$ cat config.mk
export PLATFORM = sky130hd
export DESIGN_NAME = neuron_accumulator
export DESIGN_NICKNAME = d
export VERILOG_FILES = /design/src/rtl/neuron_accumulator.sv
export SDC_FILE = /design/constraint.sdc
export NUM_CORES = 1
export LEC_CHECK = 0
export CELL_PAD_IN_SITES_DETAIL_PLACEMENT = 1
export CELL_PAD_IN_SITES_GLOBAL_PLACEMENT = 2
export CORE_MARGIN = 2
export CORE_UTILIZATION = 30
export CTS_CLUSTER_DIAMETER = 60
export CTS_CLUSTER_SIZE = 28
export DETAILED_ROUTE_END_ITERATION = 10
export PLACE_DENSITY = 0.93
export SLEW_MARGIN = 20
export SYNTH_ARGS = -nofsm -noshare
export SYNTH_HDL_FRONTEND = slang
export SYNTH_SLANG_ARGS = --single-unit
$ cat constraint.sdc
create_clock -name clk_i -period 4.4 [get_ports clk_i]
set_clock_uncertainty 0.1 [all_clocks]
set_input_delay 0.44 -clock clk_i [delete_from_list [all_inputs] [get_ports clk_i]]
set_output_delay 0.44 -clock clk_i [all_outputs]
set_load 0.01 [all_outputs]
$ cat src/rtl/neuron_accumulator.sv
// Per-neuron membrane potential accumulator.
//
// Each tick it accepts NUM_AXONS signed weight contributions and adds them into
// a saturating membrane potential. It then adds the leak, checks the potential
// against the firing threshold and the negative floor, and applies the reset
// rule. The potential is kept from one tick to the next.
//
// Ports:
//   clk_i                 clock, all state on the rising edge
//   rst_i                 synchronous active-high reset
//   tick_i                start-of-tick pulse, honoured only in IDLE
//   contrib_valid_i       contrib_i is valid this cycle
//   contrib_i             signed contribution from the integrator
//   leak_i                signed leak, added once per tick
//   pos_threshold_i       unsigned firing threshold
//   neg_threshold_i       unsigned magnitude of the negative floor
//   reset_potential_i     potential loaded on fire in mode 0
//   reset_mode_i          0 = absolute, 1 = linear, reserved codes act as 0
//   busy_o                high whenever the FSM is not idle
//   spike_o               one-cycle fire pulse
//   done_o                one-cycle tick-complete pulse
//   membrane_potential_o  registered signed potential
module neuron_accumulator #(
  parameter int unsigned NUM_AXONS       = 256,
  parameter int unsigned LEAK_WIDTH      = 9,
  parameter int unsigned WEIGHT_WIDTH    = 9,
  parameter int unsigned THRESHOLD_WIDTH = 9,
  parameter int unsigned POTENTIAL_WIDTH = 9,
  parameter int unsigned NUM_RESET_MODES = 2,
  localparam int unsigned ModeWidth = (NUM_RESET_MODES > 1) ? $clog2(NUM_RESET_MODES) : 1
) (
  input  logic                              clk_i,
  input  logic                              rst_i,
  input  logic                              tick_i,
  input  logic                              contrib_valid_i,
  input  logic signed [WEIGHT_WIDTH-1:0]    contrib_i,
  input  logic signed [LEAK_WIDTH-1:0]      leak_i,
  input  logic        [THRESHOLD_WIDTH-1:0] pos_threshold_i,
  input  logic        [THRESHOLD_WIDTH-1:0] neg_threshold_i,
  input  logic signed [POTENTIAL_WIDTH-1:0] reset_potential_i,
  input  logic        [ModeWidth-1:0]       reset_mode_i,
  output logic                              busy_o,
  output logic                              spike_o,
  output logic                              done_o,
  output logic signed [POTENTIAL_WIDTH-1:0] membrane_potential_o
);

  // Two guard bits so that any single add/subtract is exact before clamping.
  localparam int unsigned SumWidth = POTENTIAL_WIDTH + 2;
  localparam int unsigned CntWidth = $clog2(NUM_AXONS) + 1;

  localparam logic signed [SumWidth-1:0] PotMax = {3'b000, {(POTENTIAL_WIDTH - 1){1'b1}}};
  localparam logic signed [SumWidth-1:0] PotMin = {3'b111, {(POTENTIAL_WIDTH - 1){1'b0}}};
  localparam logic [CntWidth-1:0]        LastAxon = CntWidth'(NUM_AXONS - 1);

  typedef enum logic [1:0] {StIdle, StIntegrate, StLeak, StFire} state_e;

  state_e                              state_q, state_d;
  logic signed [POTENTIAL_WIDTH-1:0]   potential_q, potential_d;
  logic        [CntWidth-1:0]          cnt_q, cnt_d;
  logic                                spike_q, spike_d;
  logic                                done_q, done_d;

  logic signed [SumWidth-1:0] pot_ext, contrib_ext, leak_ext;
  logic signed [SumWidth-1:0] pos_th_ext, neg_th_ext, neg_floor;
  logic                       linear_mode;

  function automatic logic signed [POTENTIAL_WIDTH-1:0] sat(input logic signed [SumWidth-1:0] v);
    if (v > PotMax) begin
      return PotMax[POTENTIAL_WIDTH-1:0];
    end else if (v < PotMin) begin
      return PotMin[POTENTIAL_WIDTH-1:0];
    end else begin
      return v[POTENTIAL_WIDTH-1:0];
    end
  endfunction

  always_comb begin
    pot_ext     = SumWidth'(potential_q);
    contrib_ext = SumWidth'(contrib_i);
    leak_ext    = SumWidth'(leak_i);
    // Thresholds are unsigned, so these casts zero-extend.
    pos_th_ext  = SumWidth'(pos_threshold_i);
    neg_th_ext  = SumWidth'(neg_threshold_i);
    neg_floor   = '0 - neg_th_ext;
    // Reserved mode codes fall back to absolute reset.
    linear_mode = (NUM_RESET_MODES > 1) && (reset_mode_i == ModeWidth'(1));
  end

  always_comb begin
    state_d     = state_q;
    potential_d = potential_q;
    cnt_d       = cnt_q;
    spike_d     = 1'b0;
    done_d      = 1'b0;
    unique case (state_q)
      StIdle: begin
        if (tick_i) begin
          state_d = StIntegrate;
          cnt_d   = '0;
        end
      end
      StIntegrate: begin
        if (contrib_valid_i) begin
          potential_d = sat(pot_ext + contrib_ext);
          cnt_d       = cnt_q + CntWidth'(1);
          if (cnt_q == LastAxon) begin
            state_d = StLeak;
          end
        end
      end
      StLeak: begin
        potential_d = sat(pot_ext + leak_ext);
        state_d     = StFire;
      end
      StFire: begin
        if (pot_ext >= pos_th_ext) begin
          spike_d     = 1'b1;
          potential_d = linear_mode ? sat(pot_ext - pos_th_ext) : reset_potential_i;
        end else if (pot_ext < neg_floor) begin
          potential_d = sat(neg_floor);
        end
        done_d  = 1'b1;
        state_d = StIdle;
      end
      default: state_d = StIdle;
    endcase
  end

  always_ff @(posedge clk_i) begin
    if (rst_i) begin
      state_q     <= StIdle;
      potential_q <= '0;
      cnt_q       <= '0;
      spike_q     <= 1'b0;
      done_q      <= 1'b0;
    end else begin
      state_q     <= state_d;
      potential_q <= potential_d;
      cnt_q       <= cnt_d;
      spike_q     <= spike_d;
      done_q      <= done_d;
    end
  end

  assign busy_o               = (state_q != StIdle);
  assign spike_o              = spike_q;
  assign done_o               = done_q;
  assign membrane_potential_o = potential_q;

endmodule

* After elaboration in Yosys (flattened, before gate mapping)
Cells that the tools add are included.
** Cells by class
- Add/subtract/negate cells :: 5
- Magnitude comparators :: 10
- Eq/ne operators :: 8
- Muxes and demuxes :: 22
- Bitwise operators :: 1
- Reductions and logical operators :: 8
** Operator list (count)
- 9-bit 2-to-1 mux :: 14
- 10-bit by 9-bit > comparator with 1-bit output (second input constant) :: 3
- 10-bit by 9-bit less-than comparator with 1-bit output (second input constant) :: 3
- 9-bit one-hot mux with 3 select lines :: 1
- 9-bit by 9-bit adder with 10-bit output :: 2
- 9-bit one-hot mux with 2 select lines :: 1
- 11-bit by 9-bit > comparator with 1-bit output (second input constant) :: 1
- 11-bit by 9-bit less-than comparator with 1-bit output (second input constant) :: 1
- 9-bit by 10-bit subtractor with 11-bit output :: 1
- 9-bit by 10-bit greater-or-equal comparator with 1-bit output :: 1
- 9-bit by 10-bit less-than comparator with 1-bit output :: 1
- 1-bit by 9-bit subtractor with 10-bit output (first input constant) :: 1
- 9-bit by 1-bit adder with 9-bit output (second input constant) :: 1
- 9-bit by 8-bit equality test with 1-bit output (second input constant) :: 1
- 3-bit AND reduction :: 3
- 2-bit one-hot mux with 4 select lines :: 1
- 2-bit 2-to-1 mux :: 3
- 2-bit != test (second input constant) :: 3
- 2-bit equality test (second input constant) :: 2
- 2-bit nonzero test :: 2
- 3-bit != test (second input constant) :: 1
- 3-bit nonzero test :: 1
- 2-bit by 1-bit equality test with 1-bit output (second input constant) :: 1
- 2-bit zero test :: 1
- 3 further kinds :: 4
** Storage, ports and cells
- Register bits after elaboration :: 22
- Input port bits :: 50
- Output and inout port bits :: 12
- Logic and storage cells :: 59

* Logic depth before layout (Yosys ltp)
- Word-level depth :: 7
- Depth in mapped cells :: 16
- Depth with buffers taken out :: 15

* Least setup slack after synthesis
Ideal clock, no wire load.
- Path type :: input-to-reg
- Start point :: in neg_threshold_i[0]
- End point :: reg potential_q[1] (netlist: membrane_potential_o[1])
- Library setup time :: 0.067 ns
- Arrival time :: 3.086 ns
- Data required time :: 4.233 ns
- Setup slack :: 1.147 ns
- Stages :: 14
- Path buffers :: 0
- Path through :: inv_1 > ha_1 > nor4b_1 > nand2_1 > nor2_1 > xor2_1 > ha_1 > nor3_1 > o211ai_1 > o21a_1 > a211oi_2 > nor2_1 > or4_4 > o21ai_2
** Between the ends
- Word-level cells in the longest chain between the ends :: 7
- Elaborated cells between the ends (all ways) :: 11
- Those cells by class :: add/sub: 1; order compare: 3; eq/ne: 1; mux: 5; reduce/logical: 1
** Ends and longest elaborated chain
- start: declaration :: line 39 : input logic [THRESHOLD_WIDTH-1:0] neg_threshold_i,
- 1-bit by 9-bit subtractor with 10-bit output (*) :: line 85 : neg_floor = '0 - neg_th_ext;
- 10-bit by 9-bit less-than comparator with 1-bit output :: line 71 : end else if (v < PotMin) begin
- 9-bit 2-to-1 mux :: line 71
- 9-bit 2-to-1 mux :: line 69 : if (v > PotMax) begin
- 9-bit 2-to-1 mux :: line 120 : end else if (pot_ext < neg_floor) begin
- 9-bit 2-to-1 mux :: line 117 : if (pot_ext >= pos_th_ext) begin
- 9-bit one-hot mux with 3 select lines :: line 96 : unique case (state_q)
- end signal: assignment :: line 139 : potential_q <= potential_d;
- end: declaration :: line 59 : logic signed [POTENTIAL_WIDTH-1:0] potential_q, potential_d;
Every way passes the cells marked *; elsewhere a longest branch is shown, timed or not. The select of a mux whose other input is x is not followed.
A chain may end at the register's enable or synchronous reset.

* Worst setup path in the final report
- Start point :: in neg_threshold_i[0]
- End point :: reg potential_q[7] (netlist: membrane_potential_o[7])
Same word-level chain as after synthesis.

==> metrics.json <==
{
  "result_of_the_run": {"value": "complete, no violations"},
  "synthesis.area_per_instance": {"value": 7.613, "unit": "um2"},
  "final-max-slew-violation-count": {"value": 0},
  "initial_utilization": {"value": 0.3110},
  "detail_route.wl_per_cell": {"value": 16.68, "unit": "um"},
  "grt_usage": {"value": 0.1789},
  "timing.critical_path.cells": {"value": "clkdlybuf4s50_1 -> inv_1 -> ha_1 -> nor4b_2 -> nand2_1 -> nor2_1 -> xor2_1 -> ha_1 -> nor3_1 -> o211ai_1 -> o21a_1 -> a211oi_2 -> buf_4 -> o21a_1 -> nor3b_1 -> a311oi_1"},
  "grt_antenna_before_repair": {"value": 0},
  "setup.worst_path.class": {"value": "primary input to flop"},
  "pin_count_of_the_biggest_net_entering_global_routing": {"value": 20},
  "clkLatencyLatePin": {"value": 0.26, "unit": "ns"},
  "grt_overflow_total": {"value": 0},
  "worstReg2RegEnd": {"value": "membrane_potential_o[7]"},
  "cts.sinks": {"value": 22},
  "clk_pin_slew_worst_paths": {"value": 0.09, "unit": "ns"},
  "relSlewSlack": {"value": 0.5492},
  "first_pass_grt_wire_length": {"value": 16.15, "unit": "mm"},
  "mostFrequentLayoutCell": {"value": "sky130_fd_sc_hd__clkdlybuf4s50_1"},
  "drt-total-wl": {"value": 10.02, "unit": "mm"},
  "place_area": {"value": 3857, "unit": "um2"},
  "max-vdd-ir-drop": {"value": 0.1508, "unit": "mV"},
  "design_area": {"value": 3935, "unit": "um2"},
  "tritoncts": {"value": "done"},
  "rsz0062_at_grt": {"value": "no"},
  "filler_cell_count": {"value": 1195},
  "worstHoldPathCells": {"value": 2},
  "min_to": {"value": "cnt_q[5]"},
  "worst_ep_required_time": {"value": 4.41, "unit": "ns"},
  "synth-edff-count": {"value": 0},
  "fin_nets": {"value": 567},
  "first_iter_violations": {"value": 124},
  "max_cap_viol_count": {"value": 0},
  "portBuffers": {"value": 61},
  "cts_buffers": {"value": 3},
  "finalWorstPathRequiredPeriod": {"value": 3.781, "unit": "ns"},
  "critical-path-slowest-cell": {"value": "sky130_fd_sc_hd__clkdlybuf4s50_1"},
  "share_of_synthesized_area_occupied_by_flip_flops_and_latches": {"value": 0.1436},
  "commonest_cells_after_routing_fill_and_taps_aside": {"value": "61 x sky130_fd_sc_hd__clkdlybuf4s50_1, 46 x sky130_fd_sc_hd__nor2_1, 45 x sky130_fd_sc_hd__ha_1"},
  "regToRegSetupSlack": {"value": 1.04, "unit": "ns"},
  "num_antenna_cells": {"value": 0},
  "gpl.final_weighted_congestion": {"value": 0.8970},
  "synth_top_area_share": {"value": 0.1835},
  "synth.top_cells.by_area": {"value": "sky130_fd_sc_hd__ha_1 18%, sky130_fd_sc_hd__dfxtp_1 14%, sky130_fd_sc_hd__a21oi_1 6.9%"},
  "die_y": {"value": 105.1, "unit": "um"},
  "worst_case_clock_buffer_depth": {"value": 2},
  "floorplan.io_pins": {"value": 62},
  "placeableCoreArea": {"value": 9864, "unit": "um2"},
  "yosysWarnings": {"value": 0},
  "grt_pass1_vias": {"value": 3248},
  "yosysTopAreaCell": {"value": "sky130_fd_sc_hd__ha_1"},
  "firstDrtPassIters": {"value": 4},
  "power-per-cell-area": {"value": 508.7, "unit": "nW/um2"},
  "worst_slew_pin_slew": {"value": 0.6741, "unit": "ns"},
  "drt.antenna.violating_nets": {"value": 0},
  "ctsHoldBuffers": {"value": 0},
  "drt_drc_violations_left": {"value": 0},
  "synth_cell_types": {"value": 63},
  "critPathArrivalTime": {"value": 3.79, "unit": "ns"},
  "worst_r2r_startpoint": {"value": "membrane_potential_o[1]"},
  "dr_total_vias": {"value": 3156},
  "utilization": {"value": 0.3989},
  "rr_worst_depth": {"value": 10},
  "vias_per_cell": {"value": 5.251},
  "postSynthCellCount": {"value": 403},
  "syn-cell-area": {"value": 3068, "unit": "um2"},
  "final_hold_viol_count": {"value": 0},
  "setup-violations-final": {"value": 0},
  "worst_setup_path_startpoint": {"value": "neg_threshold_i[0]"},
  "share_of_synthesized_flip_flops_with_an_asynchronous_set_or_reset": {"value": 0},
  "finalCritPeriodShare": {"value": 0.8594},
  "root_buffer": {"value": "sky130_fd_sc_hd__clkbuf_8"},
  "hp-class": {"value": "flop to flop"},
  "worst_hold_startpoint": {"value": "cnt_q[5]"},
  "critPathCaptureType": {"value": "flop"},
  "htree_levels": {"value": 1},
  "cp_slowest_stage_delay": {"value": 0.45, "unit": "ns"},
  "leading_register_cell_type_out_of_synthesis": {"value": "sky130_fd_sc_hd__dfxtp_1"},
  "p_leak": {"value": 1.640, "unit": "nW"},
  "totalPowerFinal": {"value": 2.002, "unit": "mW"},
  "crit_fanout": {"value": 8},
  "std_cell_rows": {"value": 36},
  "fmax": {"value": 264.4, "unit": "MHz"},
  "die_area": {"value": 11050, "unit": "um2"},
  "drive_gt1_frac": {"value": 0.05983},
  "detailedPlacementHpwl": {"value": 8.252, "unit": "mm"},
  "setup_tns": {"value": 0, "unit": "ns"},
  "setup.worst_path.start_class": {"value": "primary input"},
  "synthesis_stage_register_bit_count": {"value": 22},
  "die-width": {"value": 105.1, "unit": "um"},
  "synth_net_count": {"value": 501},
  "syn2layout_area_growth": {"value": 28.26, "unit": "%"}
}
cells in the mapped netlist (all sizes together), types with 3 or more instances:
cell,number
nor2,47
ha,45
a21oi,42
inv,34
dfxtp,22
nand2,22
o21ai,22
xor2,15
xnor2,13
a21o,11
nor3,10
a211oi,9
o21bai,9
nand3,7
o21a,6
o31ai,6
a31oi,5
nand2b,5
nand4,5
nor3b,5
o221ai,5
a31o,4
and3,4
o211ai,4
or3,4
buf,3
clkbuf,3
fa,3
nor2b,3
or2,3
flip-flops by register name (all words and copies together) (netlist names):
signal                count
cnt_q                     9
membrane_potential_o      9
state_q                   2
done_o                    1
spike_o                   1
how the worst max path moves through the flow:
| stage | to | slack [ns] |
|---|---|---|
| floorplan | membrane_potential_o[1] | 1.15 |
| global placement | membrane_potential_o[7] | 0.44 |
| detailed placement | membrane_potential_o[7] | 0.24 |
| CTS | membrane_potential_o[7] | 0.49 |
| global route | membrane_potential_o[7] | 0.18 |
| finish | membrane_potential_o[7] | 0.62 |
cell families after synthesis:
logic type	Yosys count	synth area share
mux	2	0.006526
buf+inv	40	0.05220
fa+ha+maj	48	0.2031
simple gates	126	0.2072
xor+xnor	28	0.07994
flops	22	0.1436
compound gates	137	0.3075
what timing repair did:
action	CTS	global route
buffers inserted	0	0
gates resized for setup	0	1
endpoints found under the setup margin	0	1
final cells by class:
class / instances / area (um2) / area share
Tap cell: 133 / 166.4 / 0.04229
Inverter: 34 / 127.6 / 0.03243
Clock buffer: 3 / 41.29 / 0.01049
Timing Repair Buffer: 67 / 655.6 / 0.1666
Sequential cell: 22 / 440.4 / 0.1119
Multi-Input combinational cell: 341 / 2474 / 0.6286
Clock inverter: 1 / 30.03 / 0.007631
where the power goes:
| group | switching [mW] | total, mW | internal [mW] |
|---|---|---|---|
| sequential | 0.0744 | 0.315 | 0.240 |
| combinational | 0.852 | 1.50 | 0.646 |
| clock | 0.0680 | 0.189 | 0.122 |
| total | 0.994 | 2.00 | 1.01 |
per-layer routing:
layer,global-route usage,up-vias,part of all wire
met5,0,-,0
met1,0.2402,1507,0.49
met4,0.02667,0,0.0059
li1,-,1599,-
met2,0.3191,46,0.48
met3,0.01185,4,0.025
through the flow:
stage                     setup WS (ns)  hold slack, ns  instances
after global placement           0.4355          0.3646        597
after floorplan                   1.147          0.3493        403
final                            0.6185          0.3928        601
after detailed placement         0.2371          0.3829        597
after CTS                        0.4948          0.3971        601
after global routing             0.1847          0.4325        601
worst max-delay path: cells and delay by family:
| kind | cells | cell delay [ns] |
|---|---|---|
| AO/OA/AOI/OAI | 5 | 0.97 |
| buffers and inverters | 3 | 0.79 |
| AND/OR/NAND/NOR | 5 | 1.06 |
| adder cells (fa/ha/maj) | 2 | 0.41 |
| XOR/XNOR | 1 | 0.12 |
(Power assumes the default switching activity.)
